===== src/rtl/pwm_deadtime_pkg.sv =====
// Shared state encoding and defaults for the dead-band insertion stage.
package pwm_deadtime_pkg;

  localparam int PWM_DT_DEF_WIDTH = 8;

  typedef enum logic [2:0] {
    OFF,
    LOW_ON,
    DT_RISE,
    HIGH_ON,
    DT_FALL
  } pwm_dt_state_e;

  // Drive pattern {H,L} for a state; every state other than the two ON states is dead.
  function automatic logic [1:0] drv_of(pwm_dt_state_e s);
    logic [1:0] d;
    d = 2'b00;
    if (s == HIGH_ON) d = 2'b10;
    if (s == LOW_ON)  d = 2'b01;
    return d;
  endfunction

endpackage


===== src/rtl/pwm_deadtime_if.sv =====
// Control, raw PWM and complementary drive bundle of pwm_deadtime.
// Polarity inputs exist only when PWM_DEADTIME_POL_EN is defined.
interface pwm_deadtime_if
  import pwm_deadtime_pkg::*;
#(
  parameter int CHNL_NUM = 4,
  parameter int DT_WIDTH = PWM_DT_DEF_WIDTH
);
  logic                en_i;
  logic [DT_WIDTH-1:0] dt_rise_i;
  logic [DT_WIDTH-1:0] dt_fall_i;
  logic [CHNL_NUM-1:0] pwm_i;
  logic [CHNL_NUM-1:0] pwm_h_o;
  logic [CHNL_NUM-1:0] pwm_l_o;
  logic [CHNL_NUM-1:0] dt_busy_o;
`ifdef PWM_DEADTIME_POL_EN
  logic [CHNL_NUM-1:0] pol_h_i;
  logic [CHNL_NUM-1:0] pol_l_i;
`endif

  modport master (
`ifdef PWM_DEADTIME_POL_EN
    output pol_h_i, output pol_l_i,
`endif
    output en_i, output dt_rise_i, output dt_fall_i, output pwm_i,
    input  pwm_h_o, input pwm_l_o, input dt_busy_o
  );

  modport slave (
`ifdef PWM_DEADTIME_POL_EN
    input  pol_h_i, input pol_l_i,
`endif
    input  en_i, input dt_rise_i, input dt_fall_i, input pwm_i,
    output pwm_h_o, output pwm_l_o, output dt_busy_o
  );
endinterface


===== src/rtl/pwm_deadtime_chnl.sv =====
// One channel: FSM plus dead-band counter turning sampled PWM into an H/L pair.
// Latency: 1 clock from in_q to registered drive. No backpressure; runs every clock.
// Counter loads on DT entry only, so dead-time inputs changing mid-band are ignored.
module pwm_deadtime_chnl
  import pwm_deadtime_pkg::*;
#(
  parameter int DT_WIDTH = PWM_DT_DEF_WIDTH
) (
  input  logic                clk_i,
  input  logic                rst_i,
  input  logic                en_i,
  input  logic                in_q,
  input  logic [DT_WIDTH-1:0] dt_rise_i,
  input  logic [DT_WIDTH-1:0] dt_fall_i,
  output logic                h,
  output logic                l,
  output logic                busy
);

  pwm_dt_state_e       state_q, state_d;
  logic [DT_WIDTH-1:0] cnt_q, cnt_d;
  logic                busy_d;

  always_ff @(posedge clk_i) begin
    if (rst_i) begin
      state_q <= OFF;
      cnt_q   <= '0;
      h       <= 1'b0;
      l       <= 1'b0;
      busy    <= 1'b0;
    end else begin
      state_q <= state_d;
      cnt_q   <= cnt_d;
      {h, l}  <= drv_of(state_d);
      busy    <= busy_d;
    end
  end

  always_comb begin
    state_d = state_q;
    cnt_d   = cnt_q;
    busy_d  = 1'b0;
    case (state_q)
      OFF, LOW_ON: begin
        if (in_q) begin
          state_d = DT_RISE;
          cnt_d   = dt_rise_i;
        end else begin
          state_d = LOW_ON;
        end
      end
      // Input reverting before expiry returns to the side that was already driven.
      DT_RISE: begin
        if (!in_q)              state_d = LOW_ON;
        else if (cnt_q == '0)   state_d = HIGH_ON;
        else                    cnt_d   = cnt_q - 1'b1;
      end
      HIGH_ON: begin
        if (!in_q) begin
          state_d = DT_FALL;
          cnt_d   = dt_fall_i;
        end
      end
      DT_FALL: begin
        if (in_q)               state_d = HIGH_ON;
        else if (cnt_q == '0)   state_d = LOW_ON;
        else                    cnt_d   = cnt_q - 1'b1;
      end
      default: state_d = OFF;
    endcase
    if (!en_i) begin
      state_d = OFF;
      cnt_d   = '0;
    end
    busy_d = (state_d == DT_RISE) || (state_d == DT_FALL);
  end

endmodule


===== src/rtl/pwm_deadtime.sv =====
// Dead-band insertion top: samples raw PWM once, fans out per-channel FSMs, applies polarity.
// Latency: 2 clocks from a pwm_i edge to the first drive change. No backpressure.
// PWM_DEADTIME_POL_EN adds per-output inversion after the registered drive.
module pwm_deadtime
  import pwm_deadtime_pkg::*;
#(
  parameter int CHNL_NUM = 4,
  parameter int DT_WIDTH = PWM_DT_DEF_WIDTH
) (
  input  logic           clk_i,
  input  logic           rst_i,
  pwm_deadtime_if.slave  bus
);

  logic [CHNL_NUM-1:0] in_q;
  logic [CHNL_NUM-1:0] h;
  logic [CHNL_NUM-1:0] l;
  logic [CHNL_NUM-1:0] busy;

  always_ff @(posedge clk_i) begin
    if (rst_i) in_q <= '0;
    else       in_q <= bus.pwm_i;
  end

  for (genvar n = 0; n < CHNL_NUM; n++) begin : g_chnl
    pwm_deadtime_chnl #(
      .DT_WIDTH (DT_WIDTH)
    ) u_chnl (
      .clk_i     (clk_i),
      .rst_i     (rst_i),
      .en_i      (bus.en_i),
      .in_q      (in_q[n]),
      .dt_rise_i (bus.dt_rise_i),
      .dt_fall_i (bus.dt_fall_i),
      .h         (h[n]),
      .l         (l[n]),
      .busy      (busy[n])
    );
  end

  assign bus.dt_busy_o = busy;

`ifdef PWM_DEADTIME_POL_EN
  // Inversion sits after the dead-band logic, so the no-overlap guarantee is on h/l.
  assign bus.pwm_h_o = h ^ bus.pol_h_i;
  assign bus.pwm_l_o = l ^ bus.pol_l_i;
`else
  assign bus.pwm_h_o = h;
  assign bus.pwm_l_o = l;
`endif

endmodule

===== src/flat_wrapper.sv =====
// flat-port wrapper written by rule: the top's interface ports become plain ports
module pwm_deadtime_flat import pwm_deadtime_pkg::*;
#(
  parameter int CHNL_NUM = 4,
  parameter int DT_WIDTH = PWM_DT_DEF_WIDTH
)
  (clk_i, rst_i, bus_en_i, bus_dt_rise_i, bus_dt_fall_i, bus_pwm_i, bus_pwm_h_o, bus_pwm_l_o, bus_dt_busy_o);
  pwm_deadtime_if #(.CHNL_NUM(CHNL_NUM), .DT_WIDTH(DT_WIDTH)) bus_i ();
  input  logic clk_i;
  input  logic rst_i;
  input wire logic [$bits(bus_i.en_i)-1:0] bus_en_i;
  input wire logic [$bits(bus_i.dt_rise_i)-1:0] bus_dt_rise_i;
  input wire logic [$bits(bus_i.dt_fall_i)-1:0] bus_dt_fall_i;
  input wire logic [$bits(bus_i.pwm_i)-1:0] bus_pwm_i;
  output wire logic [$bits(bus_i.pwm_h_o)-1:0] bus_pwm_h_o;
  output wire logic [$bits(bus_i.pwm_l_o)-1:0] bus_pwm_l_o;
  output wire logic [$bits(bus_i.dt_busy_o)-1:0] bus_dt_busy_o;
  assign bus_i.en_i = bus_en_i;
  assign bus_i.dt_rise_i = bus_dt_rise_i;
  assign bus_i.dt_fall_i = bus_dt_fall_i;
  assign bus_i.pwm_i = bus_pwm_i;
  assign bus_pwm_h_o = bus_i.pwm_h_o;
  assign bus_pwm_l_o = bus_i.pwm_l_o;
  assign bus_dt_busy_o = bus_i.dt_busy_o;
  pwm_deadtime #(.CHNL_NUM(CHNL_NUM), .DT_WIDTH(DT_WIDTH)) u_core (.clk_i(clk_i), .rst_i(rst_i), .bus(bus_i));
endmodule

===== config.mk =====
export PLATFORM = sky130hd
export DESIGN_NAME = pwm_deadtime_flat
export DESIGN_NICKNAME = d
export VERILOG_FILES = /design/src/rtl/pwm_deadtime_pkg.sv /design/src/rtl/pwm_deadtime_if.sv /design/src/rtl/pwm_deadtime_chnl.sv /design/src/rtl/pwm_deadtime.sv /design/src/flat_wrapper.sv
export SDC_FILE = /design/constraint.sdc
export NUM_CORES = 1
export LEC_CHECK = 0
export CAP_MARGIN = 15
export CORE_ASPECT_RATIO = 0.9
export CORE_MARGIN = 8
export CORE_UTILIZATION = 52
export DETAILED_ROUTE_END_ITERATION = 8
export GPL_TIMING_DRIVEN = 0
export HOLD_SLACK_MARGIN = 0.1
export PLACE_DENSITY = 0.77
export SYNTH_ARGS = -nofsm -noshare
export SYNTH_HDL_FRONTEND = slang
export SYNTH_SLANG_ARGS = --single-unit

===== constraint.sdc =====
create_clock -name clk_i -period 1.9 [get_ports clk_i]
set_clock_uncertainty 0.05 [all_clocks]
set_input_delay 0.38 -clock clk_i [delete_from_list [all_inputs] [get_ports clk_i]]
set_output_delay 0.38 -clock clk_i [all_outputs]
set_load 0.05 [all_outputs]

==> impl_summary.txt <==
----------------------------------------------------
[Synth]
  Top-area cell type share of the netlist area ... 0.325
  Synth Cell Area ... 3690 µm²
  Number of instances in the synthesized netlist ... 476
  Flip-flop cell with the highest count after synthesis ... sky130_fd_sc_hd__dfxtp_1
  Avg Inst Size Synth ... 7.76 µm²
  Post-Synthesis Net Count ... 507
  Number of warnings reported in the yosys synthesis log ... 0
  Post-synthesis sequential element count ... 60
  Register area share after synthesis ... 0.325
  FFs w/ async S/R, synth ... 0
  Number of flops mapped to enable cells by yosys ... 0
  Cell types occupying the most area after synthesis ... sky130_fd_sc_hd__dfxtp_1 (33%), sky130_fd_sc_hd__a21oi_1 (6.1%), sky130_fd_sc_hd__o21ai_0 (5.0%)
  Yosys cell types ... 59
  Most area-hungry cell type in the Yosys netlist ... sky130_fd_sc_hd__dfxtp_1

[Global routing]
  Number of antenna violations at the first check in global routing ... 0
  Via count of the first global-routing pass ... 3704
  Met3 usage ... 0.0556
  Met1 layer usage reported by global route ... 0.280
  Grt ovf ... 0
  All-Layer GR Usage ... 0.224
  Largest net degree at the start of global routing ... 11
  Global routing met2 resource utilization ... 0.352
  First-pass GRT wire length ... 18100 µm
  Most used routing layer in global routing ... met2

[Detailed routing]
  Count of nets left with antenna violations after detail routing ... 0
  Final routed wirelength across all metal layers ... 11800 µm
  Router iterations before antenna repair ... 7
  Average detailed-routed wire length per instance ... 19.0 µm
  Via/cell ratio ... 6.44
  Number of vias in the routed layout ... 4005
  Residual DRC ... 0
  Number of DRC markers in iteration 0 ... 254

[Hold path]
  Hold Path Cell Cnt ... 2
  Worst-case hold path end point ... u_core.g_chnl[1].u_chnl.l
  Worst hold path class ... primary input to register
  Hold_sp ... bus_en_i

[Timing]
  Unrepaired setup endpoints after global routing ... yes
  Total count of hold-check failures in the final report ... 0
  Fmax ... 528 MHz
  Measured slew at the worst slew-check pin ... 549 ps
  Max Transition Viols Final ... 0
  Max-Slew Margin vs Limit ... 0.634
  Worst setup margin ... 6.12 ps
  Final setup fails ... 0
  Setup tns final ... 0 ps
  Post-route fraction of the period consumed by the critical path ... 0.997
  Post-layout minimum cycle time ... 1890 ps
  Worst hold slack after final layout ... 413 ps

[Power and ir drop]
  Overall power of the completed layout ... 3130 µW
  Worst supply voltage drop on vdd ... 0.000464 V
  Leakage power of the design ... 0.00186 µW
  Power per unit of standard cell area ... 667 nW/µm²

[Critical path]
  Setup crit start kind ... register
  R2r startpoint ... u_core.g_chnl[3].u_chnl.cnt_q[3]
  Number of cells on the worst reg-to-reg path ... 6
  Maximum fanout along the worst path ... 8
  R2r endpoint ... u_core.g_chnl[3].u_chnl.cnt_q[6]
  Nature of the critical path endpoint ... register
  Worst Setup Path Type ... register to register
  Launch point of the critical path ... u_core.g_chnl[3].u_chnl.cnt_q[3]
  Data required, critical path ... 2100 ps
  Arrival time of data at the critical path endpoint ... 2100 ps
  FF-to-FF setup slack ... 6 ps

[Floorplanning]
  Die footprint ... 10100 µm²
  Chip Height ... 95.9 µm
  Starting density of the core ... 0.530
  Number of top-level pins ... 35
  # rows ... 29
  Horizontal die dimension ... 105 µm
  Core outline area ... 6970 µm²

[Clock network]
  Library cell used as clock root buffer ... sky130_fd_sc_hd__clkbuf_8
  Number of clock sinks ... 60
  Number of H-tree branching levels ... 3
  Clock tree from TritonCTS ... done
  CTS Buf Count ... 9
  Clock latency reported for the late side of the worst-skew pair ... 360 ps
  Largest buffer count on any clock path ... 2
  Clock transition time at the flip-flop clock pins of the worst setup and hold paths ... 80 ps

[Placed design]
  HPWL after DPL ... 7600 µm
  Port Buf Inserts ... 33
  RePlAce Congestion ... 0.947
  Instance count after placement with tap cells included ... 602
  Dpl ws ... -775 ps

[Flow run]
  Max_cap viols ... 0

[Cells and area]
  Count of inserted antenna diode cells ... 0
  Final cell count without fillers ... 622
  Fraction of final layout cells with drive strength greater than 1 ... 0.229
  NumNets Final ... 555
  Synth-to-Final Area Change ... 26.9%

[Outcome]
  Result of the run ... complete, no violations

----------------------------------------------------
-- report_power, final --
group          internal [µW]  leakage, µW  switching (µW)  total, µW
Clock                    505    0.0000824             540       1040
Sequential              1300     0.000494            51.4       1360
Combinational            314      0.00128             414        728
Total                   2120      0.00186            1010       3130
-- worst max-delay path, cell delays in order, from the launching register on --
cell,delay (ps)
sky130_fd_sc_hd__dfxtp_4,340
sky130_fd_sc_hd__or4_4,530
sky130_fd_sc_hd__nor4b_4,310
sky130_fd_sc_hd__o31a_4,240
sky130_fd_sc_hd__buf_8,130
sky130_fd_sc_hd__a21oi_1,40
sky130_fd_sc_hd__o32ai_1,130
-- placed cells by master, fill, tap and decap left out, types with 4 or more instances in the layout --
master,Yosys,layout
sky130_fd_sc_hd__buf_2,9,5
sky130_fd_sc_hd__a21oi_2,3,7
sky130_fd_sc_hd__clkdlybuf4s50_1,0,19
sky130_fd_sc_hd__a31oi_1,10,9
sky130_fd_sc_hd__inv_1,16,16
sky130_fd_sc_hd__ha_1,8,8
sky130_fd_sc_hd__nand3b_1,4,4
sky130_fd_sc_hd__a221oi_1,8,5
sky130_fd_sc_hd__clkbuf_1,23,5
sky130_fd_sc_hd__o21a_1,4,4
sky130_fd_sc_hd__nor2_1,38,37
sky130_fd_sc_hd__dfxtp_2,0,9
sky130_fd_sc_hd__nand3_1,11,11
sky130_fd_sc_hd__a32o_1,5,5
sky130_fd_sc_hd__a22o_1,6,6
sky130_fd_sc_hd__a211o_1,5,5
sky130_fd_sc_hd__or2_2,4,4
sky130_fd_sc_hd__xnor2_1,6,5
sky130_fd_sc_hd__o22ai_1,8,7
sky130_fd_sc_hd__and3_1,13,12
sky130_fd_sc_hd__dfxtp_1,60,49
sky130_fd_sc_hd__clkbuf_8,0,10
sky130_fd_sc_hd__o21ai_0,37,29
sky130_fd_sc_hd__clkbuf_2,0,12
sky130_fd_sc_hd__nand2_1,33,30
sky130_fd_sc_hd__buf_4,12,22
sky130_fd_sc_hd__dlygate4sd2_1,0,13
sky130_fd_sc_hd__nor2b_1,18,14
sky130_fd_sc_hd__a21oi_1,45,40
sky130_fd_sc_hd__o21ai_1,0,5
sky130_fd_sc_hd__nand2b_1,8,7
sky130_fd_sc_hd__nor3_1,20,19
sky130_fd_sc_hd__o32ai_1,8,6
-- logic make-up after synthesis --
logic type / count (synthesis) / synth area share
compound gates: 165 / 0.296
flops: 60 / 0.325
buf+inv: 62 / 0.0813
simple gates: 171 / 0.246
fa+ha+maj: 8 / 0.0271
mux: 2 / 0.00542
xor+xnor: 8 / 0.0190
-- flip-flops by register name, summed over array words and instances (netlist names) --
register,count
u_core.in_q,4
u_core.g_chnl.u_chnl.l,4
u_core.g_chnl.u_chnl.busy,4
u_core.g_chnl.u_chnl.h,4
u_core.g_chnl.u_chnl.state_q,12
u_core.g_chnl.u_chnl.cnt_q,32
-- through the flow --
stage	utilization	instance area, µm²
2_1_floorplan	-	3690
3_3_place_gp	0.594	4140
3_5_place_dp	0.594	4140
4_1_cts	0.635	4420
5_1_grt	0.673	4690
6_report	0.673	4690
-- layout make-up --
type / instances / area (µm²)
multi-input combinational: 354 / 2450
fill: 585 / 2280
clock buffer: 12 / 145
clock inverter: 4 / 25.0
sequential: 60 / 1220
inverter: 16 / 60.1
buffer: 39 / 256
timing repair buffer: 44 / 418
tap: 93 / 116
-- how the worst max path moves through the flow --
stage               slack [ps]  depth (start not counted)                               end
floorplan                   20                          6  u_core.g_chnl[3].u_chnl.cnt_q[4]
global placement          -750                          5  u_core.g_chnl[0].u_chnl.cnt_q[0]
detailed placement        -780                          5  u_core.g_chnl[1].u_chnl.cnt_q[1]
CTS                          3                          6  u_core.g_chnl[3].u_chnl.cnt_q[5]
global route               -90                          6  u_core.g_chnl[3].u_chnl.cnt_q[7]
finish                       6                          6  u_core.g_chnl[3].u_chnl.cnt_q[6]
-- routing by layer --
layer | vias to the layer above | wire [µm]
met1 | 1904 | 4880
li1 | 1841 | -
met5 | - | 0
met3 | 33 | 1120
met4 | 0 | 388
met2 | 227 | 5420
-- timing repair --
action	4_1_cts	5_1_grt
pin swaps	7	14
hold buffers	0	0
resized for setup	48	64
setup endpoints to repair	62	36
cloned	1	2
buffers inserted	4	4
-- synthesized netlist by cell type (6+ instances only) --
cell / instances
sky130_fd_sc_hd__nor3_1: 20
sky130_fd_sc_hd__buf_2: 9
sky130_fd_sc_hd__o21ai_0: 37
sky130_fd_sc_hd__a31oi_1: 10
sky130_fd_sc_hd__a21oi_1: 45
sky130_fd_sc_hd__nand2b_1: 8
sky130_fd_sc_hd__xnor2_1: 6
sky130_fd_sc_hd__o22ai_1: 8
sky130_fd_sc_hd__dfxtp_1: 60
sky130_fd_sc_hd__nor2_1: 38
sky130_fd_sc_hd__buf_4: 12
sky130_fd_sc_hd__a221oi_1: 8
sky130_fd_sc_hd__o32ai_1: 8
sky130_fd_sc_hd__nand2_1: 33
sky130_fd_sc_hd__nor2b_1: 18
sky130_fd_sc_hd__inv_1: 16
sky130_fd_sc_hd__and3_1: 13
sky130_fd_sc_hd__nand3_1: 11
sky130_fd_sc_hd__clkbuf_1: 23
sky130_fd_sc_hd__ha_1: 8
sky130_fd_sc_hd__a22o_1: 6
No activity file was read; power rests on OpenSTA's default activity.
